$ cat config.mk
export PLATFORM = sky130hd
export DESIGN_NAME = cc_atlas_encoder
export DESIGN_NICKNAME = d
export VERILOG_FILES = /design/src/rtl/cc_atlas_encoder.sv
export SDC_FILE = /design/constraint.sdc
export NUM_CORES = 1
export LEC_CHECK = 0
export BUFFER_PORTS_ARGS = -buffer_cell sky130_fd_sc_hd__buf_4
export CORE_ASPECT_RATIO = 1.25
export CORE_MARGIN = 4
export CORE_UTILIZATION = 40
export CTS_BUF_LIST = sky130_fd_sc_hd__clkbuf_16
export DETAILED_ROUTE_END_ITERATION = 10
export SLEW_MARGIN = 20
export SYNTH_ARGS = -nofsm -noshare
export SYNTH_HDL_FRONTEND = slang
export SYNTH_SLANG_ARGS = --single-unit
$ cat constraint.sdc
create_clock -name CBCLK -period 3.9 [get_ports CBCLK]
set_input_delay 0.78 -clock CBCLK [delete_from_list [all_inputs] [get_ports CBCLK]]
set_output_delay 0.78 -clock CBCLK [all_outputs]
set_load 0.02 [all_outputs]
$ cat src/rtl/cc_atlas_encoder.sv
// Atlas-bus C&C word serialiser: one 59-bit word per CLRCLK frame,
// addresses sent round-robin from a per-address frequency bank.
module cc_atlas_encoder #(
  parameter int NUM_ADDR = 2
) (
  input  logic        CBCLK,
  input  logic        reset,
  input  logic        CLRCLK,
  input  logic        cfg_wr,
  input  logic [3:0]  cfg_addr,
  input  logic [31:0] cfg_freq,
  input  logic        PTT,
  input  logic [3:0]  clock_select,
  input  logic [6:0]  OC,
  input  logic        MODE,
  input  logic        PGA,
  input  logic        DITHER,
  input  logic        RAND,
  input  logic [1:0]  ATTEN,
  input  logic [1:0]  TX_relay,
  input  logic        Rout,
  input  logic [1:0]  RX_relay,
  output logic        CC,
  output logic [3:0]  frame_addr,
  output logic        busy,
  output logic        overrun
);

  localparam int AW = (NUM_ADDR > 1) ? $clog2(NUM_ADDR) : 1;
  localparam int DEPTH = 1 << AW;
  localparam logic [3:0] LAST = 4'(NUM_ADDR - 1);
  localparam logic [4:0] NADDR = 5'(NUM_ADDR);

  typedef enum logic {
    IDLE,
    SHIFT
  } state_t;

  state_t state, state_nx;

  logic        clrclk_q;
  logic        fall;
  logic        start;
  logic [3:0]  ptr;
  logic [31:0] bank [DEPTH];
  logic [58:0] word;
  logic [58:0] sreg;
  logic [5:0]  cnt;

  assign fall = clrclk_q & ~CLRCLK;

  assign word = {
    PTT, ptr, bank[ptr[AW-1:0]],
    clock_select, OC, MODE, PGA,
    DITHER, RAND, ATTEN, TX_relay,
    Rout, RX_relay
  };

  always_ff @(posedge CBCLK) begin
    if (reset) state <= IDLE;
    else       state <= state_nx;
  end

  // busy still high in IDLE marks the cleanup cycle; no new frame then
  always_comb begin
    state_nx = state;
    start    = 1'b0;
    unique case (state)
      IDLE: begin
        if (fall && !busy) begin
          start    = 1'b1;
          state_nx = SHIFT;
        end
      end
      SHIFT: begin
        if (cnt == 6'd0) state_nx = IDLE;
      end
    endcase
  end

  always_ff @(posedge CBCLK) begin
    if (reset) begin
      clrclk_q   <= 1'b0;
      CC         <= 1'b0;
      busy       <= 1'b0;
      overrun    <= 1'b0;
      frame_addr <= 4'd0;
      ptr        <= 4'd0;
      sreg       <= '0;
      cnt        <= 6'd0;
      for (int i = 0; i < DEPTH; i++) bank[i] <= '0;
    end else begin
      clrclk_q <= CLRCLK;
      overrun  <= fall & busy;
      if (cfg_wr && ({1'b0, cfg_addr} < NADDR))
        bank[cfg_addr[AW-1:0]] <= cfg_freq;
      if (start) begin
        sreg       <= word;
        CC         <= word[58];
        frame_addr <= ptr;
        busy       <= 1'b1;
        cnt        <= 6'd57;
        ptr        <= (ptr == LAST) ? 4'd0 : ptr + 4'd1;
      end else if (state == SHIFT) begin
        CC <= sreg[cnt];
        if (cnt != 6'd0) cnt <= cnt - 6'd1;
      end else if (busy) begin
        CC   <= 1'b0;
        busy <= 1'b0;
      end
    end
  end

endmodule

==> results of run 1 <==
==> power breakdown <==
| part | switching [mW] | internal [mW] |
|---|---|---|
| clock | 0.610 | 0.938 |
| combinational | 0.119 | 0.116 |
| sequential | 0.0459 | 1.58 |
| total | 0.775 | 2.64 |
==> per-layer routing <==
layer | routed length, um | GRT usage (%) | vias up
li1 | - | - | 1967
met1 | 5310 | 18.5 | 1827
met2 | 6170 | 26.3 | 77
met3 | 471 | 3.31 | 13
met4 | 153 | 5.74 | 0
met5 | 0 | 0 | -
==> worst max-delay path by stage <==
stage               slack, ns         from  cells past startpoint          end
global placement         0.88  cfg_addr[1]                      7   bank[0][9]
CTS                      1.23  cfg_addr[1]                      7   bank[0][4]
floorplan                1.28        reset                      4   bank[1][0]
global route             1.06  cfg_addr[1]                      7   bank[0][4]
detailed placement       0.79  cfg_addr[1]                      7  bank[0][12]
finish                   1.27  cfg_addr[1]                      7   bank[0][4]
==> cell usage in the layout, fill, tap and decap left out, types with 2 or more instances in the layout <==
| master | Yosys | routed |
|---|---|---|
| buf_4 | 5 | 79 |
| dfxtp_1 | 74 | 73 |
| edfxtp_1 | 64 | 64 |
| nand2_1 | 62 | 62 |
| nor2_1 | 41 | 41 |
| mux2i_1 | 38 | 38 |
| a21oi_1 | 35 | 35 |
| and3_1 | 33 | 33 |
| a211oi_1 | 32 | 32 |
| and2_1 | 32 | 32 |
| clkbuf_16 | 0 | 17 |
| mux4_1 | 10 | 10 |
| clkinvlp_4 | 0 | 6 |
| nand3_1 | 5 | 5 |
| xor2_1 | 5 | 5 |
| inv_1 | 3 | 4 |
| mux4_2 | 4 | 4 |
| nand2b_1 | 3 | 3 |
| nor2b_1 | 3 | 3 |
| nor3b_1 | 2 | 2 |
| o2111ai_1 | 2 | 2 |
| nand4_1 | 2 | 2 |
| nor4_1 | 2 | 2 |
| xnor2_1 | 2 | 2 |
| bufinv_16 | 0 | 2 |
| clkinv_4 | 0 | 2 |
| clkinv_1 | 0 | 2 |
| inv_6 | 0 | 2 |
==> cell type report <==
| type | count | area (um2) | area share, % |
|---|---|---|---|
| clock buffers | 17 | 425 | 6.00 |
| multi-input cells | 329 | 2290 | 32.2 |
| clock inverters | 15 | 151 | 2.13 |
| inverters | 3 | 11.3 | 0.159 |
| repair buffers | 79 | 593 | 8.36 |
| flip-flops and latches | 138 | 3400 | 48.0 |
| well taps | 178 | 223 | 3.14 |
==> flip-flops by register name, summed over array words and instances, names as in the netlist <==
name,cells
cnt,6
clrclk_q,1
frame_addr,3
CC,1
busy,1
ptr,4
bank,64
overrun,1
state,1
sreg,56
==> through the flow <==
stage | hold slack (ns) | total power [mW]
detailed placement | 0.446 | 1.90
global route | 0.476 | 3.54
finish | 0.451 | 3.41
floorplan | 0.432 | 1.80
CTS | 0.455 | 3.45
global placement | 0.440 | 1.89
==> critical path: stages <==
cell and delay, ns:
buf_4 0.10, nand2b_1 0.16, nor4_4 0.13, buf_4 0.33
and2b_1 0.17, buf_4 0.27, or2_2 0.71
==> cells by family (layout without fill, tap and decap cells) <==
| logic type | Yosys count | count (layout) |
|---|---|---|
| compound gates | 74 | 74 |
| xor+xnor | 7 | 7 |
| fa+ha+maj | 1 | 1 |
| buf+inv | 50 | 114 |
| flops | 138 | 138 |
| mux | 53 | 53 |
| simple gates | 194 | 194 |
==> impl_metrics.yaml, run 1 <==
logic_synthesis:
  netlist.area_leader.share_pct: 32.4
  synth_fa_ha_area_share_pct: 0.211
  synthArstFlopShare_pct: 0
  synthesis.nets: 581
  synth_edf_count: 64
  synth_top_family_by_area: "simple AND/OR/NAND/NOR gates"
  synth_commonest_cells: "dfxtp_1, edfxtp_1, nand2_1"
  synthFlopType: "dfxtp_1"
  ys_seq_area_share_pct: 57.4
  yosysTopAreaCell: "edfxtp_1"
  ys_ff_latch: 138
  yosysUniqueCellTypes: 42
  synth_warnings: 0
  synth_compound_area_share_pct: 8.19
  yosys.area_share.xor_xnor_pct: 1.03
  synthMuxAreaShare_pct: 12.6
  syn-cell-area_um2: 5930
  yosys.area_share.simple_pct: 16.5
  syn_area_per_cell_um2: 11.5
  netlist_instances: 517
  synthMostInstantiatedCell: "dfxtp_1"
  synth_area_leaders: "edfxtp_1, dfxtp_1, mux2i_1"
finish:
  fin_nets: 632
  n_fill_cell: 1347
  areaGrowthSynthToFinish_pct: 19.7
  instances_no_fill: 759
  diodes: 0
  final_layout_size_suffix_gt1_share_pct: 20.7
  fin_util_pct: 49.0
  stdcell_area_um2: 7100
job:
  maxCapViolCount: 0
place:
  pre_cts_ws_ns: 0.789
  dp_hpwl_um: 8020
  io_buffer_count: 69
  gp_congestion: 0.741
  place_inst: 727
  place_area_um2: 6520
global_routing:
  grt_pass1_vias: 3985
  overflow: 0
  grt_max_degree: 78
  grt_use_total_pct: 15.2
  grt_pass1_wl_um: 19900
  antenna_found_initial: 0
clock_tree:
  cts_resized: 0
  cts_max_path_buffers: 2
  root_buffer: "clkbuf_16"
  hold_buffers: 0
  cts_buffers: 17
  cts_tree: "done"
  path_clk_slew_ns: 0.06
  cts_max_level: 4
  worstSkewPairLatency_ns: 0.42
  clock-sinks: 138
  postCtsSetupBuffers: 0
worst_setup_path:
  critPathLaunchType: "input port"
  cp.arrival_ns: 2.67
  critPathMaxFanout: 34
  reg2reg_from: "cnt[1]"
  worst-setup-path-type: "input port to flop"
  critPathRequiredTime_ns: 3.94
  r2r_cells: 6
  r2r_slack_ns: 1.75
  endpoint_kind: "flop"
  rr_endpoint: "CC"
sta:
  min_period_ns: 2.63
  worst_slew_pin_slew_ns: 1.07
  period_share_pct: 67.4
  setup_tns_ns: 0
  setup_viol: 0
  rsz0062_at_grt: "false"
  slew_viol_final: 0
  fin_skew_ns: 0.0118
  timing.fmax_mhz: 381
  slew_headroom_pct: 28.4
  hold_viol: 0
  worst_slack_ns: 1.27
status:
  status: "finished clean"
route:
  drc: 0
  via_per_inst: 5.12
  drtAntennaViolNets: 0
  wl_per_cell_um: 16.0
  routed_wirelength_um: 12100
  vias: 3884
  dr.pass1.iters: 6
  first_iter_violations: 227
hold_path:
  min_path_type: "flop to flop"
  min-delay-start: "sreg[10]"
  holdPathEnd: "sreg[10]"
  hold_depth: 2
die:
  start_util_pct: 41.0
  rows: 49
  die_y_um: 144
  pin_count: 70
  dieWidth_um: 117
  dieArea_um2: 16800
  core-area_um2: 14500
power:
  vdd_ir_drop_max_mv: 0.325
  powerDensity_nw_per_um2: 481
  p_leak_nw: 2.65
No activity file was read; power rests on OpenSTA's default activity.
==> run 2, diff against run 1 <==
clock period = 2.5 ns   (was 3.9 ns; I/O delays follow)
==> run 2 against run 1 <==
Clock skew decreased by 0.0061 ns. Power grew 55%. Combinational power grew 65%. Hold slack worse by 0.13 ns. Via count up 1.2%. First-iteration DRC count is 5.7% higher. Cell count rose by 1.1%. Critical path type is now flop to flop.
==> impl_metrics.yaml, run 2 (same netlist as run 1, synthesis figures left out) <==
status:
  status: "finished clean"
clock_tree:
  clock-sinks: 138
  cts_resized: 0
  cts_tree: "done"
  hold_buffers: 0
  cts_buffers: 17
  cts_max_path_buffers: 2
  postCtsSetupBuffers: 0
  path_clk_slew_ns: 0.05
  cts_max_level: 4
  root_buffer: "clkbuf_16"
  worstSkewPairLatency_ns: 0.41
worst_setup_path:
  path_cells: "inv_1, ha_1, nor3b_1, a21boi_2, nor2_1, a2111oi_0"
  critPathRequiredTime_ns: 2.79
  rr_endpoint: "cnt[1]"
  crit_path_top_delay_cell: "dfxtp_1"
  reg2reg_from: "cnt[1]"
  critPathMaxFanout: 8
  r2r_cells: 6
  cp_num_buf_inv: 1
  r2r_slack_ns: 0.51
  endpoint_kind: "flop"
  worst-setup-path-type: "flop to flop"
  cp.arrival_ns: 2.28
  cp_slowest_stage_delay_ns: 0.53
  critPathLaunchType: "flop"
  cpLargestDelayFamily: "compound AO/OA/AOI/OAI gates"
die:
  dieArea_um2: 16800
  die_y_um: 144
  core-area_um2: 14500
  pin_count: 70
  rows: 49
  start_util_pct: 41.0
  dieWidth_um: 117
finish:
  fin_nets: 640
  top_regs: "bank x64, sreg x56, cnt x6"
  top_register: "bank"
  final_layout_size_suffix_gt1_share_pct: 20.7
  areaGrowthSynthToFinish_pct: 20.7
  final_cell_mix: "buf_4, dfxtp_1, edfxtp_1"
  layout_commonest_cell: "buf_4"
  largest_reg_flops: 64
  diodes: 0
sta:
  setup_tns_ns: 0
  slew_headroom_pct: 55.0
  worst_slew_pin_slew_ns: 0.675
  min_period_ns: 1.99
  hold_viol: 0
  period_share_pct: 79.6
  timing.fmax_mhz: 502
  fin_skew_ns: 0.00571
  slew_viol_final: 0
  rsz0062_at_grt: "false"
  whs_ns: 0.317
  setup_viol: 0
hold_path:
  holdPathEnd: "clrclk_q"
  min_path_type: "input port to flop"
  min-delay-start: "CLRCLK"
  hold_depth: 2
route:
  drc: 0
  vias: 3931
  wl_per_cell_um: 15.9
  routed_wirelength_um: 12200
  dr.pass1.iters: 4
  first_iter_violations: 240
  via_per_inst: 5.13
  drtAntennaViolNets: 0
power:
  p_leak_nw: 2.73
  vdd_ir_drop_max_mv: 0.503
  powerDensity_nw_per_um2: 740
global_routing:
  grt_max_degree: 52
  antenna_found_initial: 0
  overflow: 0
  grt_pass1_vias: 3981
  grt_use_total_pct: 15.5
  grt_pass1_wl_um: 20100
place:
  dp_hpwl_um: 8260
  io_buffer_count: 69
  gp_congestion: 0.805
job:
  maxCapViolCount: 0
run 2: cell types whose count changed in the layout (fill, tap and decap cells not counted), sizes merged:
cell      previous run  this run
buf                 79        87
clkbuf              17        18
clkinv               4         7
clkinvlp             6         0
inv                  6         8
run 2: area by class of cell:
class | count | area (um2)
clock buffer | 18 | 450
clock inverter | 14 | 113
fill | 1299 | 7320
inverter | 3 | 11.3
multi-input combinational | 329 | 2290
sequential | 138 | 3400
tap | 178 | 223
timing repair buffer | 87 | 666
run 2: worst max-delay path by stage:
| stage | start | depth (start not counted) | slack [ns] | end |
|---|---|---|---|---|
| floorplan | reset | 4 | 0.16 | bank[1][0] |
| global placement | reset | 5 | 0.53 | bank[0][24] |
| detailed placement | CLRCLK | 6 | 0.45 | sreg[26] |
| CTS | cnt[1] | 6 | 0.51 | cnt[1] |
| global route | cnt[1] | 7 | 0.37 | cnt[5] |
| finish | cnt[1] | 6 | 0.51 | cnt[1] |
run 2: stage by stage:
step / instance area [um2] / util (%) / instances / setup slack [ns] / power [mW]
after floorplan: 5930 / - / 517 / 0.164 / 2.80
after detailed placement: 6590 / 45.5 / 735 / 0.447 / 2.97
final: 7150 / 49.4 / 767 / 0.509 / 5.29
after global placement: 6590 / 45.5 / 735 / 0.526 / 2.96
after global routing: 7150 / 49.4 / 767 / 0.370 / 5.50
after CTS: 7150 / 49.4 / 767 / 0.506 / 5.34
run 2: report_power, final:
group	switching [mW]	leakage (nW)	internal, mW
Clock	0.879	0.294	1.49
Combinational	0.196	1.22	0.189
Sequential	0.0618	1.21	2.47
run 2: layer usage:
metal  global-route usage (%)  wire (um)  vias to the layer above
met4                     6.52        272                        0
li1                         -          -                     1982
met1                     19.6       5520                     1843
met2                     25.3       5840                       84
met5                        0          0                        -
met3                     3.81        547                       22
run 2: worst register-to-register path: stages, from the launching register on:
cell and delay, ns:
dfxtp_1 0.53, inv_1 0.16, ha_1 0.25, nor3b_1 0.16, a21boi_2 0.34, nor2_1 0.07, a2111oi_0 0.36
